## src/rtl/mdu_seq_pkg.sv

```systemverilog
// mdu_seq_pkg: shared state encoding, RV32M funct3 codes and helpers for the
// iterative multiply/divide unit.
`default_nettype none

package mdu_seq_pkg;

  localparam int MDU_XLEN = 32;

  typedef enum logic [1:0] {
    MDU_IDLE = 2'd0,
    MDU_CALC = 2'd1,
    MDU_FIX  = 2'd2,
    MDU_DONE = 2'd3
  } mdu_state_t;

  localparam logic [2:0] MDU_MUL    = 3'd0;
  localparam logic [2:0] MDU_MULH   = 3'd1;
  localparam logic [2:0] MDU_MULHSU = 3'd2;
  localparam logic [2:0] MDU_MULHU  = 3'd3;
  localparam logic [2:0] MDU_DIV    = 3'd4;
  localparam logic [2:0] MDU_DIVU   = 3'd5;
  localparam logic [2:0] MDU_REM    = 3'd6;
  localparam logic [2:0] MDU_REMU   = 3'd7;

  // Magnitude of a signed operand; unsigned operands pass through untouched.
  function automatic logic [MDU_XLEN-1:0] mag(input logic [MDU_XLEN-1:0] v,
                                              input logic is_signed);
    return (is_signed && v[MDU_XLEN-1]) ? (~v + 1'b1) : v;
  endfunction

endpackage

`default_nettype wire

```

## src/rtl/mdu_addsub.sv

```systemverilog
// mdu_addsub: combinational W-bit adder/subtractor with carry-out; on a
// subtract, cout=1 means the difference is non-negative (no borrow).
`default_nettype none

module mdu_addsub #(
  parameter int W = 33
) (
  input  logic [W-1:0] a,
  input  logic [W-1:0] b,
  input  logic         sub,
  output logic [W-1:0] sum,
  output logic         cout
);

  logic [W-1:0] b_eff;
  logic [W:0]   full;

  assign b_eff = sub ? ~b : b;
  assign full  = {1'b0, a} + {1'b0, b_eff} + {{W{1'b0}}, sub};
  assign sum   = full[W-1:0];
  assign cout  = full[W];

endmodule

`default_nettype wire

```

## src/rtl/mdu_seq.sv

```systemverilog
// mdu_seq: radix-2 iterative RV32M multiply/divide unit with pipeline stall
// and single-cycle result strobe. Rev 1.0.
`default_nettype none

module mdu_seq
  import mdu_seq_pkg::*;
#(
  parameter int XLEN  = 32,
  parameter int CNT_W = 6
) (
  input  logic            clk,
  input  logic            rst,
  input  logic            req_valid,
  input  logic [2:0]      req_op,
  input  logic [XLEN-1:0] req_rs1,
  input  logic [XLEN-1:0] req_rs2,
  input  logic            flush,
  output logic            req_ready,
  output logic            stall,
  output logic            resp_valid,
  output logic [XLEN-1:0] resp_data
);

  mdu_state_t        state, state_nxt;
  logic [CNT_W-1:0]  cnt;
  logic [2:0]        op;
  logic [XLEN-1:0]   opb;     // multiplicand or divisor magnitude
  logic [XLEN-1:0]   hi;      // product accumulator or partial remainder
  logic [XLEN-1:0]   lo;      // multiplier or quotient
  logic              neg;
  logic [XLEN-1:0]   result;

  logic              accept, is_div, last_iter;
  logic              s1, s2, div_zero, div_ovf, special;
  logic [XLEN-1:0]   special_val;
  logic [XLEN:0]     add_a, add_b, add_sum;
  logic              add_cout;
  logic [2*XLEN-1:0] prod_s;
  logic [XLEN-1:0]   quot_s, rem_s;

  assign accept    = req_valid & (state == MDU_IDLE) & ~flush;
  assign is_div    = op[2];
  assign last_iter = (cnt == CNT_W'(XLEN - 1));

  assign s1 = (req_op == MDU_MULH) | (req_op == MDU_MULHSU) |
              (req_op == MDU_DIV)  | (req_op == MDU_REM);
  assign s2 = (req_op == MDU_MULH) | (req_op == MDU_DIV) | (req_op == MDU_REM);

  assign div_zero = (req_rs2 == '0);
  assign div_ovf  = (req_rs1 == {1'b1, {(XLEN-1){1'b0}}}) && (req_rs2 == '1);
  // DIV and REM are the even signed ops; op[1] separates remainder from quotient.
  assign special  = req_op[2] & (div_zero | (div_ovf & ~req_op[0]));
  assign special_val = div_zero ? (req_op[1] ? req_rs1 : '1)
                                : (req_op[1] ? '0 : req_rs1);

  assign add_a = is_div ? {hi, lo[XLEN-1]} : {1'b0, hi};
  assign add_b = {1'b0, opb};

  mdu_addsub #(.W(XLEN + 1)) u_addsub (
    .a    (add_a),
    .b    (add_b),
    .sub  (is_div),
    .sum  (add_sum),
    .cout (add_cout)
  );

  assign prod_s = neg ? (~{hi, lo} + 1'b1) : {hi, lo};
  assign quot_s = neg ? (~lo + 1'b1) : lo;
  assign rem_s  = neg ? (~hi + 1'b1) : hi;

  always_ff @(posedge clk) begin
    if (rst) state <= MDU_IDLE;
    else     state <= state_nxt;
  end

  always_comb begin
    state_nxt = state;
    case (state)
      MDU_IDLE: if (accept) state_nxt = special ? MDU_DONE : MDU_CALC;
      MDU_CALC: if (last_iter) state_nxt = MDU_FIX;
      MDU_FIX:  state_nxt = MDU_DONE;
      MDU_DONE: state_nxt = MDU_IDLE;
      default:  state_nxt = MDU_IDLE;
    endcase
    if (flush) state_nxt = MDU_IDLE;
  end

  always_ff @(posedge clk) begin
    if (rst) begin
      cnt    <= '0;
      op     <= '0;
      opb    <= '0;
      hi     <= '0;
      lo     <= '0;
      neg    <= 1'b0;
      result <= '0;
    end else begin
      case (state)
        MDU_IDLE: if (accept) begin
          op     <= req_op;
          opb    <= mag(req_rs2, s2);
          lo     <= mag(req_rs1, s1);
          hi     <= '0;
          cnt    <= '0;
          // Remainder takes the dividend's sign only.
          neg    <= (s1 & req_rs1[XLEN-1]) ^
                    (s2 & req_rs2[XLEN-1] & ~(req_op == MDU_REM));
          result <= special_val;
        end
        MDU_CALC: begin
          cnt <= cnt + 1'b1;
          if (is_div) begin
            hi <= add_cout ? add_sum[XLEN-1:0] : {hi[XLEN-2:0], lo[XLEN-1]};
            lo <= {lo[XLEN-2:0], add_cout};
          end else if (lo[0]) begin
            hi <= add_sum[XLEN:1];
            lo <= {add_sum[0], lo[XLEN-1:1]};
          end else begin
            hi <= {1'b0, hi[XLEN-1:1]};
            lo <= {hi[0], lo[XLEN-1:1]};
          end
        end
        MDU_FIX: begin
          case (op)
            MDU_MUL:                         result <= prod_s[XLEN-1:0];
            MDU_MULH, MDU_MULHSU, MDU_MULHU: result <= prod_s[2*XLEN-1:XLEN];
            MDU_DIV, MDU_DIVU:               result <= quot_s;
            default:                         result <= rem_s;
          endcase
        end
        default: ;
      endcase
    end
  end

  assign req_ready  = (state == MDU_IDLE);
  assign stall      = ((state == MDU_IDLE) & req_valid & ~flush) |
                      (state == MDU_CALC) | (state == MDU_FIX);
  assign resp_valid = (state == MDU_DONE) & ~flush;
  assign resp_data  = resp_valid ? result : '0;

endmodule

`default_nettype wire

```

## config.mk

```make
export PLATFORM = sky130hd
export DESIGN_NAME = mdu_seq
export DESIGN_NICKNAME = d
export VERILOG_FILES = /design/src/rtl/mdu_seq_pkg.sv /design/src/rtl/mdu_addsub.sv /design/src/rtl/mdu_seq.sv
export SDC_FILE = /design/constraint.sdc
export NUM_CORES = 1
export LEC_CHECK = 0
export BUFFER_PORTS_ARGS = -buffer_cell sky130_fd_sc_hd__buf_4
export CAP_MARGIN = 20
export CORE_ASPECT_RATIO = 0.8
export CORE_MARGIN = 2
export CORE_UTILIZATION = 60
export DETAILED_ROUTE_END_ITERATION = 7
export GPL_TIMING_DRIVEN = 1
export PLACE_DENSITY = 0.8
export SYNTH_ARGS = -nofsm -noshare
export SYNTH_HDL_FRONTEND = slang
export SYNTH_SLANG_ARGS = --single-unit
```

## constraint.sdc

```tcl
create_clock -name clk -period 8.5 [get_ports clk]
set_input_delay 0.425 -clock clk [delete_from_list [all_inputs] [get_ports clk]]
set_output_delay 0.425 -clock clk [all_outputs]
set_load 0.01 [all_outputs]
```

==> results.toml <==
[status]
status = "complete, no violations"

[floorplan]
die_x_um = 172
die_h_um = 139
core_um2 = 22300
die-area_um2 = 23800
num_rows = 49
ios = 106
initial_utilization_pct = 60.8

[setup_path]
cp_data_required_time_ps = 8830
critical_path_class = "register to register"
crit-reg2reg-launch = "op[2]"
worst_path_max_delay_cell = "buf_4"
crit_path_end_kind = "register"
cp_cell_sequence = "buf_4, xor2_1, ha_1, a21o_1, a41oi_1, o21ai_0, a21bo_2, a21bo_2, a21oi_2, buf_4, nand2_1, or2_2, a32o_1"
crit_arrival_ps = 5260
r2r_cells = 13
rr_endpoint = "hi[22]"
path_buf_inv = 2
cp_max_fo = 68
cp-start-kind = "register"
cp_top_family = "compound AO/OA/AOI/OAI gates"
reg2reg_setup_slack_ps = 3570
crit_path_max_incr_delay_ps = 850

[synthesis]
synth-simple-area-share_pct = 22.3
ys_seq_area_share_pct = 20.7
synth_compound_area_share_pct = 27.4
synth-adder-area-share_pct = 6.21
synth_top_area_share_pct = 20.7
postSynth.asyncResetShare_pct = 0
ys_ff_latch = 140
synth_edf_count = 0
netlist_instances = 1858
syn-num-nets = 1971
synthMuxAreaShare_pct = 6.48
synth_warnings = 0
synth_area_leaders = "dfxtp_1 21%, xor2_1 6.8%, nand2_1 5.6%"
synth_xor_area_share_pct = 11.5
synth_area_um2 = 13600
synth-main-ff-cell = "dfxtp_1"
syn_avg_cell_area_um2 = 7.30
yosysTopAreaCell = "dfxtp_1"
yosys.cell_types.count = 81
synth_top_family_by_area = "compound AO/OA/AOI/OAI gates"

[power_and_ir_drop]
power_density_nw_per_um2 = 142
power_mw = 2.13
p_leak_nw = 6.07
ir_worst_vdd_uv = 175

[global_route]
grt_first_pass_wirelength_um = 73500
track_usage_pct = 39.1
overflow = 0
grt_pass1_vias = 13100
antenna_found_initial = 1
grt_max_degree = 87

[final_layout]
finalNetCount = 1961
drive_gt1_share_pct = 12.5
syn_to_final_growth_pct = 10.1
layout.cells.most_common = "nand2_1"
final_cell_mix = "203 x nand2_1, 160 x nor2_1, 150 x a21oi_1"

[flow_run]
drv_cap = 0

[sta]
period_share_pct = 58.0
worst_pin_slew_ps = 1130
hold_viol_final = 0
finalCriticalPeriod_ps = 4930
finClkSkew_ps = 16.5
fin_tns_setup_ps = 0
max-slew-margin-rel_pct = 24.7
setup_viol = 0
fmax_mhz = 203
rsz0062_at_grt = "no"
slew_viol_final = 0

[clocking]
cts_buffer_depth = 2
cts_tree = "done"
numClockSinks = 140
clk_pin_slew_ps = 70
clockRootBuffer = "clkbuf_16"
clk_latency_ps = 440
postCtsHoldBufs = 0
cts_resized = 0
h-tree-depth = 4
cts_buffers = 17
cts_setup_buffers = 0

[route]
vias = 14600
drt-total-wl_um = 47100
firstDrtPassIters = 7
drc_errors = 0
first_iter_violations = 2001
ant_nets = 0
wl_per_cell_um = 21.7
viasPerCell = 6.74

[placed_design]
place_congestion = 1.03
io_buffers = 105
dp_hpwl_um = 34000

[min_path]
hp-class = "primary input to register"
worstHoldEndpoint = "state[0]"
whs_path_depth = 2
worstHoldStart = "flush"
-- logic make-up after synthesis --
family,count (synthesis)
AO/OA/AOI/OAI,557
XOR/XNOR,178
flip-flops,140
AND/OR/NAND/NOR,634
buffers and inverters,192
adder cells (fa/ha/maj),73
multiplexers,84
-- per-stage QoR --
stage | utilization (%) | cells | setup slack [ps] | hold WS, ps | area (um2)
global route | 66.9 | 2167 | 3310 | 218 | 14900
CTS | 66.8 | 2165 | 3690 | 205 | 14900
finish | 67.0 | 2168 | 3570 | 212 | 14900
floorplan | - | 1858 | 3680 | 427 | 13600
detailed placement | 64.2 | 2133 | 3710 | 446 | 14300
global placement | 64.2 | 2132 | 3890 | 437 | 14300
-- area by class of cell --
class / count / area (um2)
repair buffers: 131 / 997
multi-input cells: 1526 / 10100
clock inverters: 11 / 106
well taps: 306 / 383
inverters: 32 / 120
clock buffers: 21 / 472
diodes: 1 / 2.50
fillers: 2005 / 7370
flip-flops and latches: 140 / 2810
-- flip-flops by register name, indices dropped and copies added (netlist names) --
signal  flops
hi         32
opb        32
cnt         6
op          3
lo         32
state       2
result     32
neg         1
-- worst reg2reg max path, cell delays in order, from the launching register on --
cell and delay, ps:
dfxtp_4 380, buf_4 850, xor2_1 180, ha_1 390
a21o_1 200, a41oi_1 320, o21ai_0 420, a21bo_2 360
a21bo_2 230, a21oi_2 130, buf_4 380, nand2_1 370
or2_2 400, a32o_1 220
-- cell usage after synthesis, types with 5 or more instances --
cell type  count
o21a_1         5
o2111ai_1      5
a31oi_1       11
maj3_1        31
o31ai_1       29
a311oi_1       7
nand2_1      203
a21o_1        30
nor4_1        23
o221ai_1      20
o211ai_1      38
xnor2_1       73
o21ai_0      101
a41oi_1        5
nand3_1       32
dfxtp_1      140
a22o_1        16
a211oi_1      46
nor2_1       161
or2_2         13
nand4_1       21
buf_1         19
a21oi_1      152
o22ai_1       16
clkbuf_1     137
o41ai_1       13
or4_1         20
nor2b_1       16
or3_1         23
and2_1        40
mux2_2        31
xor2_1       105
a2111oi_0      6
nor3_1        40
mux2i_1       53
inv_1         30
a221oi_1      12
nand2b_1      15
and3_1        10
ha_1          41
-- worst max path at each step --
stage          startpoint     end  slack, ps  cells after the start
6_report            op[2]  hi[22]       3570                     13
5_1_grt             op[2]  hi[22]       3310                     13
4_1_cts             op[2]  hi[22]       3690                     13
3_5_place_dp        op[2]  hi[22]       3710                     13
3_3_place_gp        op[2]  hi[22]       3890                     13
2_1_floorplan       op[2]  hi[10]       3680                     17
-- routing by layer --
metal | global-route usage (%) | wire length (um) | vias to the layer above
met2 | 52.9 | 18700 | 884
met3 | 13.3 | 6290 | 92
met1 | 58.9 | 21100 | 6861
met4 | 9.42 | 1020 | 0
met5 | 0 | 0 | -
li1 | - | - | 6769
-- power by group --
part | leakage, nW | total [mW] | internal (mW) | switching, mW
Combinational | 4.65 | 0.621 | 0.222 | 0.399
Clock | 0.276 | 0.753 | 0.430 | 0.323
Sequential | 1.14 | 0.752 | 0.697 | 0.0552
Note: power is estimated with default switching activity, not from simulation.
